### config.mk
export PLATFORM = sky130hd
export DESIGN_NAME = ahb_bridge_arbiter
export DESIGN_NICKNAME = d
export VERILOG_FILES = /design/src/rtl/ahb_arb_pkg.sv /design/src/rtl/rr_picker.sv /design/src/rtl/ahb_bridge_arbiter.sv
export SDC_FILE = /design/constraint.sdc
export NUM_CORES = 1
export LEC_CHECK = 0
export CAP_MARGIN = 25
export CORE_AREA = 2 2 136 138
export CTS_CLUSTER_DIAMETER = 60
export CTS_CLUSTER_SIZE = 30
export DETAILED_ROUTE_END_ITERATION = 16
export DIE_AREA = 0 0 138 140
export GPL_TIMING_DRIVEN = 1
export PLACE_DENSITY = 0.68
export SLEW_MARGIN = 20
export SYNTH_ARGS = -nofsm -noshare
export SYNTH_HDL_FRONTEND = slang
export SYNTH_HIERARCHICAL = 1
export SYNTH_SLANG_ARGS = --single-unit
### constraint.sdc
create_clock -name clk -period 6.65 [get_ports clk]
set_input_delay 1.6625 -clock clk [delete_from_list [all_inputs] [get_ports clk]]
set_output_delay 1.6625 -clock clk [all_outputs]
set_load 0.005 [all_outputs]
### src/rtl/ahb_arb_pkg.sv
// ---------------------------------------------------------------------------
// ahb_arb_pkg
// Shared definitions for the AHB-lite bridge arbiter: HTRANS/HRESP codes,
// the grant FSM state type and the round-robin winner function used by
// rr_picker. The function works on a fixed 8-bit request vector so it can
// serve any arbiter width from 2 to 8 masters.
// ---------------------------------------------------------------------------
package ahb_arb_pkg;

   localparam logic [1:0] HTRANS_IDLE   = 2'b00;
   localparam logic [1:0] HTRANS_BUSY   = 2'b01;
   localparam logic [1:0] HTRANS_NONSEQ = 2'b10;
   localparam logic [1:0] HTRANS_SEQ    = 2'b11;

   localparam logic [1:0] HRESP_OKAY    = 2'b00;
   localparam logic [1:0] HRESP_ERROR   = 2'b01;

   localparam int MAX_MST   = 8;
   localparam int MAX_MST_W = 3;

   typedef enum logic [1:0] {
      IDLE,      // nobody owns the address phase
      GRANT,     // granted master drives the bridge
      HANDOVER   // one IDLE cycle between two owners
   } arb_state_e;

   // First set bit of req at or after ptr, wrapping at n; one-hot result.
   function automatic logic [MAX_MST-1:0] rr_pick(input logic [MAX_MST-1:0]   req,
                                                  input logic [MAX_MST_W-1:0] ptr,
                                                  input int                   n);
      logic [MAX_MST-1:0]   win;
      logic                 found;
      logic [MAX_MST_W-1:0] idx;
      win   = '0;
      found = 1'b0;
      for (int k = 0; k < MAX_MST; k++) begin
         idx = MAX_MST_W'((int'(ptr) + k) % n);
         if ((k < n) && !found && req[idx]) begin
            win[idx] = 1'b1;
            found    = 1'b1;
         end
      end
      return win;
   endfunction

endpackage

### src/rtl/rr_picker.sv
// ---------------------------------------------------------------------------
// rr_picker
// Combinational rotate-priority encoder: picks the first requester at or
// after ptr_i.
//   req_i   : request vector
//   ptr_i   : highest-priority index this round
//   grant_o : one-hot winner (zero when no request)
//   idx_o   : binary index of the winner
//   valid_o : at least one request present
// ---------------------------------------------------------------------------
module rr_picker
   import ahb_arb_pkg::*;
#(
   parameter int N     = 3,
   parameter int IDX_W = $clog2(N)
) (
   input  logic [N-1:0]     req_i,
   input  logic [IDX_W-1:0] ptr_i,
   output logic [N-1:0]     grant_o,
   output logic [IDX_W-1:0] idx_o,
   output logic             valid_o
);

   assign grant_o = N'(rr_pick(MAX_MST'(req_i), MAX_MST_W'(ptr_i), N));
   assign valid_o = |req_i;

   // NOTE: give every always_comb output a default first so no path leaves it unassigned and infers a latch.
   always_comb begin
      idx_o = '0;
      for (int i = 0; i < N; i++) begin
         if (grant_o[i]) idx_o = IDX_W'(i);
      end
   end

endmodule

### src/rtl/ahb_bridge_arbiter.sv
// ---------------------------------------------------------------------------
// ahb_bridge_arbiter
// Round-robin AHB-lite arbiter sharing the bridge's single slave port among
// NUM_MST masters. Tracks address-phase owner (grant) and data-phase owner,
// muxes address/control/write data to the bridge and routes Hreadyout back.
// Hreadyin is only raised for real NONSEQ/SEQ transfers of the granted master.
//   clk, rst            : clock, asynchronous active-low reset
//   m_req/m_haddr/...   : per-master request and AHB address/control/data
//   m_hgrant, m_hready  : per-master grant and ready
//   m_hrdata, m_hresp   : bridge read data / response, broadcast
//   Haddr..Hreadyin     : to the bridge; Hreadyout/Hrdata/Hresp from it
// Optional: define AHB_ARB_LOCK_EN to let a granted master hold the bus with
// m_hlock, suppressing the MAX_HOLD rotation.
// ---------------------------------------------------------------------------
module ahb_bridge_arbiter
   import ahb_arb_pkg::*;
#(
   parameter int NUM_MST  = 3,
   parameter int MAX_HOLD = 4,
   parameter int ADDR_W   = 32,
   parameter int DATA_W   = 32
) (
   input  logic                      clk,
   input  logic                      rst,
   input  logic [NUM_MST-1:0]        m_req,
   input  logic [NUM_MST*ADDR_W-1:0] m_haddr,
   input  logic [NUM_MST*2-1:0]      m_htrans,
   input  logic [NUM_MST-1:0]        m_hwrite,
   input  logic [NUM_MST*DATA_W-1:0] m_hwdata,
   input  logic [NUM_MST-1:0]        m_hlock,
   output logic [NUM_MST-1:0]        m_hgrant,
   output logic [NUM_MST-1:0]        m_hready,
   output logic [DATA_W-1:0]         m_hrdata,
   output logic [1:0]                m_hresp,
   output logic [ADDR_W-1:0]         Haddr,
   output logic [1:0]                Htrans,
   output logic                      Hwrite,
   output logic [DATA_W-1:0]         Hwdata,
   output logic                      Hreadyin,
   input  logic                      Hreadyout,
   input  logic [DATA_W-1:0]         Hrdata,
   input  logic [1:0]                Hresp
);

   localparam int                IDX_W    = $clog2(NUM_MST);
   localparam int                HOLD_W   = $clog2(MAX_HOLD + 1);
   localparam logic [IDX_W-1:0]  LAST_IDX = IDX_W'(NUM_MST - 1);
   localparam logic [HOLD_W-1:0] HOLD_MAX = HOLD_W'(MAX_HOLD);

   arb_state_e         state_q, state_d;
   logic [NUM_MST-1:0] grant_q, grant_d;
   logic [IDX_W-1:0]   gidx_q, gidx_d;
   logic [IDX_W-1:0]   ptr_q, ptr_d;
   logic [HOLD_W-1:0]  hold_q, hold_d;
   logic               down_q, down_d;   // data phase outstanding
   logic [IDX_W-1:0]   didx_q, didx_d;   // data-phase owner

   logic [1:0]         g_htrans;
   logic [ADDR_W-1:0]  g_haddr;
   logic               g_hwrite, g_req, g_lock;
   logic               others_req, splittable, rule_a, rule_b, accept;
   logic [1:0]         bus_htrans;
   logic [IDX_W-1:0]   next_ptr, pick_ptr, pick_idx;
   logic [NUM_MST-1:0] pick_req, pick_grant;
   logic               pick_valid;

   // Signals of the currently granted master (all zero when none).
   always_comb begin
      g_htrans = HTRANS_IDLE;
      g_haddr  = '0;
      g_hwrite = 1'b0;
      g_req    = 1'b0;
      for (int i = 0; i < NUM_MST; i++) begin
         if (grant_q[i]) begin
            g_htrans = m_htrans[i*2 +: 2];
            g_haddr  = m_haddr[i*ADDR_W +: ADDR_W];
            g_hwrite = m_hwrite[i];
            g_req    = m_req[i];
         end
      end
   end

`ifdef AHB_ARB_LOCK_EN
   assign g_lock = |(m_hlock & grant_q);
`else
   logic unused_hlock;
   assign unused_hlock = ^m_hlock;
   assign g_lock       = 1'b0;
`endif

   assign others_req = |(m_req & ~grant_q);
   // Never rotate inside a burst: only at IDLE or a fresh NONSEQ.
   assign splittable = (g_htrans != HTRANS_SEQ) && (g_htrans != HTRANS_BUSY);
   assign rule_a     = (state_q == GRANT) && !g_req && (g_htrans == HTRANS_IDLE);
   assign rule_b     = (state_q == GRANT) && (hold_q == HOLD_MAX) && others_req
                       && splittable && !g_lock;
   // While a forced rotation is pending, the master's next transfer is held
   // off so the hold limit is exact.
   assign bus_htrans = ((state_q == GRANT) && !rule_b) ? g_htrans : HTRANS_IDLE;
   assign accept     = Hreadyout && (state_q == GRANT)
                       && ((bus_htrans == HTRANS_NONSEQ) || (bus_htrans == HTRANS_SEQ));

   assign next_ptr = (gidx_q == LAST_IDX) ? '0 : gidx_q + 1'b1;
   assign pick_req = (state_q == IDLE) ? m_req : (m_req & ~grant_q);
   assign pick_ptr = (state_q == IDLE) ? ptr_q : next_ptr;

   rr_picker #(.N(NUM_MST), .IDX_W(IDX_W)) u_picker (
      .req_i   (pick_req),
      .ptr_i   (pick_ptr),
      .grant_o (pick_grant),
      .idx_o   (pick_idx),
      .valid_o (pick_valid)
   );

   // NOTE: sequential state uses non-blocking assignments so every register samples pre-edge values.
   always_ff @(posedge clk or negedge rst) begin
      if (!rst) begin
         state_q <= IDLE;
         grant_q <= '0;
         gidx_q  <= '0;
         ptr_q   <= '0;
         hold_q  <= '0;
         down_q  <= 1'b0;
         didx_q  <= '0;
      end else begin
         state_q <= state_d;
         grant_q <= grant_d;
         gidx_q  <= gidx_d;
         ptr_q   <= ptr_d;
         hold_q  <= hold_d;
         down_q  <= down_d;
         didx_q  <= didx_d;
      end
   end

   // Next state; a bridge wait state (Hreadyout=0) freezes everything.
   always_comb begin
      state_d = state_q;
      grant_d = grant_q;
      gidx_d  = gidx_q;
      ptr_d   = ptr_q;
      hold_d  = hold_q;
      down_d  = down_q;
      didx_d  = didx_q;
      if (Hreadyout) begin
         if (accept) begin
            down_d = 1'b1;
            didx_d = gidx_q;
            if (hold_q != HOLD_MAX) hold_d = hold_q + 1'b1;
         end else begin
            down_d = 1'b0;
         end
         case (state_q)
            IDLE: begin
               if (pick_valid) begin
                  grant_d = pick_grant;
                  gidx_d  = pick_idx;
                  state_d = GRANT;
               end
            end
            GRANT: begin
               if (rule_a || rule_b) begin
                  ptr_d  = next_ptr;
                  hold_d = '0;
                  if (pick_valid) begin
                     grant_d = pick_grant;
                     gidx_d  = pick_idx;
                     state_d = HANDOVER;
                  end else begin
                     grant_d = '0;
                     gidx_d  = '0;
                     state_d = IDLE;
                  end
               end
            end
            HANDOVER: state_d = GRANT;
            default:  state_d = IDLE;
         endcase
      end
   end

   // Outputs.
   always_comb begin
      m_hgrant = (state_q == GRANT) ? grant_q : '0;
      Haddr    = (state_q == GRANT) ? g_haddr : '0;
      Hwrite   = (state_q == GRANT) ? g_hwrite : 1'b0;
      Htrans   = bus_htrans;
      Hreadyin = accept;
      m_hready = '1;
      Hwdata   = '0;
      for (int i = 0; i < NUM_MST; i++) begin
         if (down_q && (didx_q == IDX_W'(i))) begin
            m_hready[i] = Hreadyout;
            Hwdata      = m_hwdata[i*DATA_W +: DATA_W];
         end
      end
      m_hrdata = Hrdata;
      m_hresp  = Hresp;
   end

endmodule

==> results.toml <==
[cts]
clk_pin_slew_worst_paths_ns = 0.05
cts-root-buf = "clkbuf_16"
clkLatencyLatePin_ns = 0.25
cts_setup_buffers = 0
cts.sinks = 15
cts_resized = 0
cts_tree = "built"
cts_buffers = 3
htreeDepth = 1
cts_buffer_depth = 2
cts_hold_buf = 0

[timing]
slew-limit-headroom = 0.456
worst_slew_pin_slew_ns = 0.815
finalCriticalPeriod_ns = 5.37
tns_ns = 0
final_hold_viol_count = 0
slew_viol_final = 0
setup_violations = 0
fin_ws_ns = 1.28
fmax_mhz = 186
rsz0062_at_grt = "false"
fin_crit_sh = 0.807
hold_slack_ns = 0.502
clock_skew_ns = 0.00620

[synthesis]
synth_edf_count = 0
ys_async_sr_fraction = 1.00
syn_area_per_cell_um2 = 6.63
synth-seq-cells = 15
syn_inst = 495
yosysUniqueCellTypes = 54
ys_warn_count = 6
syn_nets = 749
ys.flop_type = "dfrtp_1"
syn-cell-area_mm2 = 0.00328
synth_seq_area_share = 0.114

[global_route]
grt_start_max_net_pins = 65
grt_pass1_wl_mm = 22.7
grt_pass1_vias = 4364
overflow = 0
antenna_found_initial = 6
track_usage = 0.145

[drt]
dr.max_layer_used = "met4"
ant_nets = 0
routed-wl-met2_mm = 7.35
firstDrtPassIters = 4
dr.first_iter.drc_count = 168
route.met3.wl_mm = 1.23
drt_wl_total_mm = 14.6
vias = 4357
drc = 0
wl_per_cell_um = 15.4
viasPerCell = 4.60
met1_length_mm = 5.45

[layout]
layout.nets = 967
multi_input_area_mm2 = 0.00243
regArea_um2 = 378
syn2layout_area_growth_pct = 85.8
drive_above_1_share = 0.0407
fillers = 1915

[place]
io_buffers = 280
gp_congestion = 0.821
dp_hpwl_mm = 12.0
place_ws_ns = 1.25

[floorplanning]
die_area_mm2 = 0.0193
core_region_area_mm2 = 0.0178
io-pin-count = 352
rows = 49
fp.dieH_um = 140
die_w_um = 138
initial_utilization = 0.184

[power]
p_total_mw = 2.11
power_leakage_nw = 2.43
pwr_density_cell_mw_per_mm2 = 346
vdd_ir_drop_max_uv = 157

[hold_path]
min_path_type = "flop to flop"

[setup_path]
arrival_ns = 3.70
cp-end-kind = "primary output"
cp.required_ns = 4.99
worst-path-max-fanout = 4
crit_type = "input pin to primary output"
critPathLaunchType = "input pin"

[run_status]
status = "finished, final reports clean"

[job]
maxCapViolCount = 0
[power breakdown]
part | total (mW) | switching (mW) | internal, mW
Sequential | 0.209 | 0.0724 | 0.137
Clock | 0.120 | 0.0383 | 0.0813
Combinational | 1.78 | 0.863 | 0.919
Total | 2.11 | 0.973 | 1.14
[cells in the final DEF (no fill, tap or decap), types with 2 or more instances in the layout]
cell,Yosys,final
a21boi_0,3,3
a21o_1,2,2
a21oi_1,42,42
a21oi_2,2,2
a221o_1,5,5
a22oi_1,34,34
a31oi_1,4,4
and2_1,36,36
and3_1,2,2
buf_4,37,7
clkbuf_16,0,3
clkdlybuf4s50_1,0,280
dfrtp_1,15,13
dfrtp_2,0,2
diode_2,0,6
ha_1,10,10
inv_1,14,14
mux2_4,2,2
mux2i_1,36,36
nand2_1,46,46
nand2b_1,5,5
nand3_1,2,2
nand3b_1,4,4
nand4b_1,2,2
nor2_1,73,73
nor2b_1,10,8
nor2b_2,0,2
o211ai_1,2,2
o21ai_0,40,40
o21ai_1,2,2
o31a_1,2,2
or2_2,2,2
or3_1,2,2
[final timing paths]
check | startpoint | to | slack, ns | cells after the start
worst max-delay path | m_req[1] | Hreadyin | 1.28 | 7
worst min-delay path | ptr_q[0] | ptr_q[0] | 0.50 | 1
worst max register to register | state_q[0] | gidx_q[0] | 3.34 | 11
worst min register to register | ptr_q[0] | ptr_q[0] | 0.50 | 1
max in group asynchronous | rst | didx_q[0] | 4.31 | 1
min in group asynchronous | rst | didx_q[1] | 1.84 | 1
[kinds of logic (layout without fill, tap and decap cells)]
group | after synthesis | after routing | synth area share
AND/OR/NAND/NOR | 191 | 191 | 0.278
AO/OA/AOI/OAI | 151 | 151 | 0.296
buffers and inverters | 88 | 305 | 0.147
multiplexers | 40 | 40 | 0.126
flip-flops | 15 | 15 | 0.114
adder cells (fa/ha/maj) | 10 | 10 | 0.0382
other | 0 | 6 | 0
[synth_stat cells (all sizes together), types with 3 or more instances]
cell | count | area [um^2]
nor2 | 73 | 274
buf | 48 | 332
nand2 | 47 | 179
a21oi | 44 | 228
o21ai | 42 | 210
and2 | 37 | 234
mux2i | 36 | 360
a22oi | 34 | 255
clkbuf | 26 | 97.6
dfrtp | 15 | 375
inv | 14 | 52.6
ha | 10 | 125
nor2b | 10 | 62.6
a221o | 5 | 50.1
nand2b | 5 | 31.3
a31oi | 4 | 25.0
mux2 | 4 | 52.6
nand3b | 4 | 30.0
a211oi | 3 | 40.0
a21boi | 3 | 22.5
a21o | 3 | 23.8
a22o | 3 | 36.3
[registers in the layout (all words and copies together), names as in the netlist]
| signal | count |
|---|---|
| didx_q | 2 |
| grant_q | 3 |
| down_q | 1 |
| gidx_q | 2 |
| hold_q | 3 |
| ptr_q | 2 |
| state_q | 2 |
[area by class of cell]
cell class	instances	area share
clock buffer	4	0.0129
timing repair buffer	287	0.469
multi-input combinational	392	0.398
antenna	6	0.00246
tap	229	0.0470
sequential	15	0.0620
inverter	14	0.00862
[layer usage]
layer / track usage / vias to the layer above
li1: - / 2121
met2: 0.262 / 233
met3: 0.0369 / 29
met1: 0.156 / 1974
met4: 0.0779 / 0
met5: 0 / -
[worst max-delay path, stage by stage]
cell             delay, ns
clkdlybuf4s50_1       0.45
nor2b_1               0.15
o31a_1                0.38
a211oi_4              0.33
nand2_2               0.14
inv_1                 0.08
clkdlybuf4s50_1       0.51
[metrics by stage]
stage / instance area [um^2] / cells / utilization
floorplan: 3280 / 495 / -
global placement: 6000 / 937 / 0.337
detailed placement: 6000 / 937 / 0.337
CTS: 6080 / 941 / 0.342
global route: 6090 / 947 / 0.343
finish: 6090 / 947 / 0.343
(Power assumes the default switching activity.)
